$ cat src/rtl/usb4_clk_pkg.sv
// Shared constants and types for the USB4 clock-enable generator.
// Increments assume ACC_W=32 and an 80 GHz local clock, rounded to nearest.
package usb4_clk_pkg;

  localparam logic [31:0] INC_GEN2_LANE = 32'h2000_0000;
  localparam logic [31:0] INC_GEN3_LANE = 32'h4000_0000;
  localparam logic [31:0] INC_GEN4      = 32'h8000_0000;
  localparam logic [31:0] INC_GEN2_FSM  = 32'd520603723;
  localparam logic [31:0] INC_GEN3_FSM  = 32'd1041207447;
  localparam logic [31:0] INC_SB        = 32'd53687;

  typedef enum logic {
    SEQ_HOLD,
    SEQ_RELEASE
  } seq_state_e;

  // A single channel still needs a 1-bit select port.
  function automatic int ch_w(input int n);
    return (n > 1) ? $clog2(n) : 1;
  endfunction

endpackage

$ cat src/rtl/clk_en_nco.sv
// One tick channel: phase accumulator with a shadowed increment that is
// swapped in only on a tick boundary, while idle, or while disabled.
module clk_en_nco #(
  parameter int ACC_W = 32
) (
  input  logic             local_clk,
  input  logic             rst,
  input  logic             en,
  input  logic             align,
  input  logic             we,
  input  logic [ACC_W-1:0] wdata,
  output logic             tick,
  output logic             pend
);

  logic [ACC_W-1:0] acc;
  logic [ACC_W-1:0] inc;
  logic [ACC_W-1:0] shadow;
  logic [ACC_W:0]   sum;
  logic             carry;
  logic             apply;

  always_comb begin
    sum   = {1'b0, acc} + {1'b0, inc};
    carry = sum[ACC_W];
    // Align edges leave the pending update for a later boundary.
    apply = pend && !align && (carry || (inc == '0) || !en);
  end

  // NOTE: every register, shadow included, is cleared by rst; a stale shadow
  // surviving reset would otherwise be applied on the first idle edge.
  always_ff @(posedge local_clk or posedge rst) begin
    if (rst) begin
      acc    <= '0;
      inc    <= '0;
      shadow <= '0;
      pend   <= 1'b0;
      tick   <= 1'b0;
    end else begin
      // NOTE: non-blocking updates mean the apply test and the sum both see
      // the pre-edge inc, so the boundary tick is issued at the old rate.
      if (align) begin
        acc  <= '0;
        tick <= 1'b0;
      end else if (en) begin
        acc  <= sum[ACC_W-1:0];
        tick <= carry;
      end else begin
        tick <= 1'b0;
      end

      // A fresh write supersedes any unapplied value and restarts the wait.
      if (we) begin
        shadow <= wdata;
        pend   <= 1'b1;
      end else if (apply) begin
        inc  <= shadow;
        pend <= 1'b0;
      end
    end
  end

endmodule

$ cat src/rtl/lane_clk_en_gen.sv
// Multi-channel NCO clock-enable generator with config decode, align fan-out
// and a reset sequencer that releases after HOLD_TICKS sideband ticks.
module lane_clk_en_gen
  import usb4_clk_pkg::*;
#(
  parameter int NUM_CH     = 4,
  parameter int ACC_W      = 32,
  parameter int SB_CH      = 0,
  parameter int HOLD_TICKS = 3
) (
  input  logic                      local_clk,
  input  logic                      rst,
  input  logic                      cfg_we,
  input  logic [ch_w(NUM_CH)-1:0]   cfg_ch,
  input  logic [ACC_W-1:0]          cfg_inc,
  input  logic [NUM_CH-1:0]         ch_en,
  input  logic                      align,
  output logic [NUM_CH-1:0]         tick_o,
  output logic [NUM_CH-1:0]         pending_o,
  output logic                      sync_rst_o
);

  localparam int CH_W   = ch_w(NUM_CH);
  localparam int HOLD_W = $clog2(HOLD_TICKS + 1);
  localparam logic [HOLD_W-1:0] HOLD_LAST = HOLD_W'(HOLD_TICKS - 1);

  logic [NUM_CH-1:0] we_vec;
  seq_state_e        state;
  logic [HOLD_W-1:0] hold_cnt;

  // NOTE: default assignment first so the decoder can never infer a latch.
  // Selects at or above NUM_CH match no channel and are dropped.
  always_comb begin
    we_vec = '0;
    for (int i = 0; i < NUM_CH; i++) begin
      if (cfg_we && (cfg_ch == CH_W'(i))) we_vec[i] = 1'b1;
    end
  end

  for (genvar g = 0; g < NUM_CH; g++) begin : g_ch
    clk_en_nco #(
      .ACC_W (ACC_W)
    ) u_nco (
      .local_clk (local_clk),
      .rst       (rst),
      .en        (ch_en[g]),
      .align     (align),
      .we        (we_vec[g]),
      .wdata     (cfg_inc),
      .tick      (tick_o[g]),
      .pend      (pending_o[g])
    );
  end

  // Counts registered sideband ticks, so release lands one edge after the last.
  always_ff @(posedge local_clk or posedge rst) begin
    if (rst) begin
      state      <= SEQ_HOLD;
      hold_cnt   <= '0;
      sync_rst_o <= 1'b1;
    end else begin
      case (state)
        SEQ_HOLD: begin
          if (tick_o[SB_CH]) begin
            if (hold_cnt == HOLD_LAST) begin
              state      <= SEQ_RELEASE;
              sync_rst_o <= 1'b0;
            end else begin
              hold_cnt <= hold_cnt + HOLD_W'(1);
            end
          end
        end
        SEQ_RELEASE: sync_rst_o <= 1'b0;
        default: begin
          state      <= SEQ_HOLD;
          sync_rst_o <= 1'b1;
        end
      endcase
    end
  end

endmodule

$ cat config.mk
export PLATFORM = sky130hd
export DESIGN_NAME = lane_clk_en_gen
export DESIGN_NICKNAME = d
export VERILOG_FILES = /design/src/rtl/usb4_clk_pkg.sv /design/src/rtl/clk_en_nco.sv /design/src/rtl/lane_clk_en_gen.sv
export SDC_FILE = /design/constraint.sdc
export NUM_CORES = 1
export LEC_CHECK = 0
export CAP_MARGIN = 40
export CORE_MARGIN = 1.5
export CORE_UTILIZATION = 68
export DETAILED_ROUTE_END_ITERATION = 10
export HOLD_SLACK_MARGIN = 0.12
export PLACE_DENSITY = 0.84
export SETUP_SLACK_MARGIN = 0.2
export SKIP_CTS_REPAIR_TIMING = 1
export SYNTH_ARGS = -nofsm -noshare
export SYNTH_HDL_FRONTEND = slang
export SYNTH_SLANG_ARGS = --single-unit
$ cat constraint.sdc
create_clock -name local_clk -period 33.7 [get_ports local_clk]
set_input_delay 3.37 -clock local_clk [delete_from_list [all_inputs] [get_ports local_clk]]
set_output_delay 3.37 -clock local_clk [all_outputs]
set_load 0.005 [all_outputs]
==> results.sh <==
export IMPL_post_route_cells_drive_above_1_share_pct=15.0
export IMPL_worstSetupStartpointType="input port"
export IMPL_switching_share_pct=43.0
export IMPL_internal_power_uw=1480
export IMPL_layout_filler_cells=2156
export IMPL_root_cell_of_the_clock_tree="sky130_fd_sc_hd__clkbuf_16"
export IMPL_ir_drop_mv=0.0644
export IMPL_drt_wirelength_per_cell_microns=22.5
export IMPL_setup_tns_ns=0
export IMPL_worstPathCellList="clkdlybuf4s50_1 > nand3_2 > nand2_1 > a311oi_4 > buf_4 > mux2_2"
export IMPL_min_period_over_period_pct=17.1
export IMPL_number_of_global_route_vias_before_repair=18244
export IMPL_most_used_cells_in_the_layout_excluding_fill_and_tap_cells="395 x sky130_fd_sc_hd__dfrtp_1, 185 x sky130_fd_sc_hd__nor2_1, 177 x sky130_fd_sc_hd__mux2_2"
export IMPL_setup_violations=0
export IMPL_ys_ff_latch=396
export IMPL_wire_length_of_the_first_global_routing_pass_microns=98100
export IMPL_r2r_cells=10
export IMPL_ys_flop_type="sky130_fd_sc_hd__dfrtp_1"
export IMPL_reg2reg_setup_slack_ns=29.75
export IMPL_fp_coreArea_sq_um=33400
export IMPL_r2r_start="g_ch[3].u_nco.inc[12]$_DFFE_PP0P_"
export IMPL_required_ns=34.15
export IMPL_vias=18397
export IMPL_post_route_drc_count=0
export IMPL_detailedPlacementHpwl_microns=39900
export IMPL_worst_skew_pair_late_latency_ns=0.58
export IMPL_fin_area_sq_um=25300
export IMPL_max_clock_freq_mhz=174
export IMPL_timing_final_crit_period_ns=5.75
export IMPL_inserted_clock_buffers=42
export IMPL_worstSetupPathDepth=6
export IMPL_synth_cells=2208
export IMPL_cts_max_path_buffers=3
export IMPL_timing_max_cap_violations=0
export IMPL_worst_setup_path_type="input port to flop"
export IMPL_powerDensity_nw_per_um2=103
export IMPL_power_uw=2600
export IMPL_finish_net_count=2381
export IMPL_synthesis_yosys_warnings=0
export IMPL_port_buffers=50
export IMPL_floorplan_initialDensity_pct=68.9
export IMPL_drt_pass1_iter_count=6
export IMPL_critPathSlowestCell="sky130_fd_sc_hd__a311oi_4"
export IMPL_synth_simple_area_share_pct=12.5
export IMPL_fin_worst_skew_ns=0.0132
export IMPL_unrepaired_setup_endpoints_after_global_routing="no"
export IMPL_critical_path_reg2reg_endpoint="g_ch[3].u_nco.inc[31]$_DFFE_PP0P_"
export IMPL_grt_usage_pct=34.8
export IMPL_largest_family_of_logic_cells_by_synthesized_area="compound AO/OA/AOI/OAI gates"
export IMPL_combinationalPowerShare_pct=50.1
export IMPL_areaGrowthSynthToFinish_pct=9.61
export IMPL_critical_path_buf_inv_count=2
export IMPL_detail_route_antenna_nets=0
export IMPL_synthMuxAreaShare_pct=14.0
export IMPL_synth_cell_types=90
export IMPL_p_switching_uw=1120
export IMPL_top_level_ports=51
export IMPL_rows=67
export IMPL_fin_util_pct=75.6
export IMPL_route_detailed_vias_per_inst=6.85
export IMPL_yosys_area_share_xor_xnor_pct=2.96
export IMPL_clk_pin_slew_ns=0.06
export IMPL_final_cells=2687
export IMPL_cp_max_fanout=34
export IMPL_placed_cells_incl_taps=2610
export IMPL_hold_path_startpoint="sync_rst_o$_DFFE_PP1P_"
export IMPL_sum_of_overflow_across_all_layers_after_global_routing=0
export IMPL_dr_first_iter_drc_count=1525
export IMPL_holdPathEnd="sync_rst_o$_DFFE_PP1P_"
export IMPL_crit_path_max_incr_delay_ns=0.67
export IMPL_finalWeightedCongestion=0.937
export IMPL_mostFrequentLayoutCell="sky130_fd_sc_hd__dfrtp_1"
export IMPL_synth_seq_area_share_pct=43.0
export IMPL_route_final_wire_length_microns=60400
export IMPL_status="finished, final reports clean"
export IMPL_grt_antenna_before_repair=0
export IMPL_synthesis_area_per_instance_sq_um=10.4
export IMPL_synthesis_area_sq_um=23100
export IMPL_critPathCaptureType="flop"
export IMPL_cts_tree="done"
export IMPL_syn_nets=2383
export IMPL_cts_sink_count=396
export IMPL_placement_cell_area_sq_um=23900
export IMPL_slew_limit_headroom_pct=32.7
export IMPL_hold_viol=0
export IMPL_maxSlewViolCount=0
export IMPL_number_of_enable_flip_flop_cells_after_synthesis=0
export IMPL_cpLargestDelayFamily="buffers and inverters"
export IMPL_arrival_worst_endpoint_ns=6.21
export IMPL_power_leakage_uw=0.0114
export IMPL_synth_async_sr_flop_share_pct=100
export IMPL_synth_adder_area_share_pct=7.35
export IMPL_holdCritPathClass="flop to flop"
export IMPL_clock_share_of_power_pct=18.2
export IMPL_synth_compound_gate_area_share_pct=16.9
export IMPL_holdPathStages=2
export IMPL_pin_count_of_the_biggest_net_entering_global_routing=201
export IMPL_floorplan_die_area_sq_um=35000
export IMPL_ctsHtreeMaxLevel=2
export IMPL_die_height_microns=187
export IMPL_worst_pin_slew_ns=1.01
export IMPL_die_x_microns=187
export IMPL_power_frac_seq_pct=31.7
==> state kept, by name (all words and copies together), names as in the netlist <==
| signal | count |
|---|---|
| g_ch.u_nco.acc | 128 |
| g_ch.u_nco.inc | 128 |
| g_ch.u_nco.pend | 4 |
| g_ch.u_nco.shadow | 128 |
| g_ch.u_nco.tick | 4 |
| hold_cnt | 2 |
| state | 1 |
| sync_rst_o | 1 |
==> kinds of logic after synthesis <==
group,count (synthesis)
simple gates,586
buf+inv,171
mux,283
flops,396
compound gates,561
fa+ha+maj,133
xor+xnor,78
==> worst min-delay path, delay by kind of cell, from the launching register on <==
kind          cells  cell delay [ns]
buf+inv           1             0.05
flops             1             0.37
simple gates      1             0.04
==> through the flow <==
stage / hold WS (ns) / setup slack (ns)
floorplan: 0.433 / 19.32
global placement: 0.430 / 27.16
detailed placement: 0.439 / 27.45
CTS: 0.463 / 28.00
global route: 0.472 / 27.86
finish: 0.465 / 27.95
==> cell type report <==
type	instances	area [sq um]	area share [%]
multi-input combinational	1641	12400	49.1
sequential	396	9910	39.2
clock buffer	57	1210	4.78
timing repair buffer	77	813	3.22
tap	448	561	2.22
clock inverter	19	194	0.767
inverter	48	188	0.743
antenna	1	2.50	0.00990
==> worst max-delay path by stage <==
stage	startpoint	endpoint	slack, ns
global placement	cfg_ch[0]	g_ch[3].u_nco.inc[31]$_DFFE_PP0P_	27.16
CTS	cfg_ch[0]	g_ch[3].u_nco.inc[31]$_DFFE_PP0P_	28.00
floorplan	rst	g_ch[0].u_nco.acc[0]$_DFFE_PP0P_	19.32
global route	cfg_ch[0]	g_ch[3].u_nco.inc[31]$_DFFE_PP0P_	27.86
detailed placement	cfg_ch[0]	g_ch[3].u_nco.inc[31]$_DFFE_PP0P_	27.45
finish	cfg_ch[0]	g_ch[3].u_nco.inc[31]$_DFFE_PP0P_	27.95
==> power groups by stage <==
stage / Sequential [uW] / Combinational [uW] / Clock [uW]
after floorplan: 741 / 1040 / 0
after global routing: 836 / 1440 / 494
after detailed placement: 813 / 1260 / 0
final: 823 / 1300 / 473
after CTS: 812 / 1280 / 477
after global placement: 803 / 1190 / 0
==> Yosys cell counts, types with 6 or more instances <==
| cell | n | area share (%) |
|---|---|---|
| sky130_fd_sc_hd__a211oi_1 | 40 | 1.3 |
| sky130_fd_sc_hd__xor2_1 | 27 | 1.0 |
| sky130_fd_sc_hd__nand3_1 | 74 | 1.6 |
| sky130_fd_sc_hd__inv_1 | 48 | 0.78 |
| sky130_fd_sc_hd__mux2_2 | 177 | 8.6 |
| sky130_fd_sc_hd__nor2_1 | 186 | 3.0 |
| sky130_fd_sc_hd__o21ai_0 | 74 | 1.6 |
| sky130_fd_sc_hd__nor3_1 | 23 | 0.50 |
| sky130_fd_sc_hd__a32oi_1 | 6 | 0.23 |
| sky130_fd_sc_hd__o31ai_1 | 11 | 0.36 |
| sky130_fd_sc_hd__nor2b_1 | 13 | 0.35 |
| sky130_fd_sc_hd__nand2_1 | 112 | 1.8 |
| sky130_fd_sc_hd__o2111ai_1 | 38 | 1.4 |
| sky130_fd_sc_hd__a221o_1 | 7 | 0.30 |
| sky130_fd_sc_hd__clkbuf_1 | 77 | 1.3 |
| sky130_fd_sc_hd__a21oi_1 | 138 | 3.0 |
| sky130_fd_sc_hd__nand3b_1 | 7 | 0.23 |
| sky130_fd_sc_hd__mux2_1 | 17 | 0.83 |
| sky130_fd_sc_hd__buf_1 | 17 | 0.28 |
| sky130_fd_sc_hd__ha_1 | 129 | 7.0 |
| sky130_fd_sc_hd__xnor2_1 | 51 | 1.9 |
| sky130_fd_sc_hd__buf_4 | 11 | 0.36 |
| sky130_fd_sc_hd__and2_1 | 9 | 0.24 |
| sky130_fd_sc_hd__a31oi_1 | 10 | 0.27 |
| sky130_fd_sc_hd__buf_6 | 10 | 0.49 |
| sky130_fd_sc_hd__or3_1 | 14 | 0.38 |
| sky130_fd_sc_hd__a311o_1 | 9 | 0.39 |
| sky130_fd_sc_hd__o21a_1 | 16 | 0.52 |
| sky130_fd_sc_hd__nand4_1 | 55 | 1.5 |
| sky130_fd_sc_hd__o211ai_1 | 21 | 0.68 |
| sky130_fd_sc_hd__a22oi_1 | 32 | 1.0 |
| sky130_fd_sc_hd__nand2b_1 | 10 | 0.27 |
| sky130_fd_sc_hd__dfrtp_1 | 395 | 43 |
| sky130_fd_sc_hd__and3_1 | 17 | 0.46 |
| sky130_fd_sc_hd__mux2i_1 | 59 | 2.6 |
| sky130_fd_sc_hd__o21bai_1 | 26 | 0.85 |
| sky130_fd_sc_hd__nor4_1 | 41 | 1.1 |
| sky130_fd_sc_hd__o221ai_1 | 6 | 0.23 |
| sky130_fd_sc_hd__a21o_1 | 60 | 2.0 |
| sky130_fd_sc_hd__mux2_4 | 30 | 2.0 |
==> per-layer routing <==
metal  up-vias  GRT usage, %  share of wire (%)
met5         -             0                  0
met4         0          16.3                4.5
met3       165          5.91                7.2
met2       837          55.6                 47
met1      9090          46.7                 42
li1       8305             -                  -
Note: power is estimated with default switching activity, not from simulation.
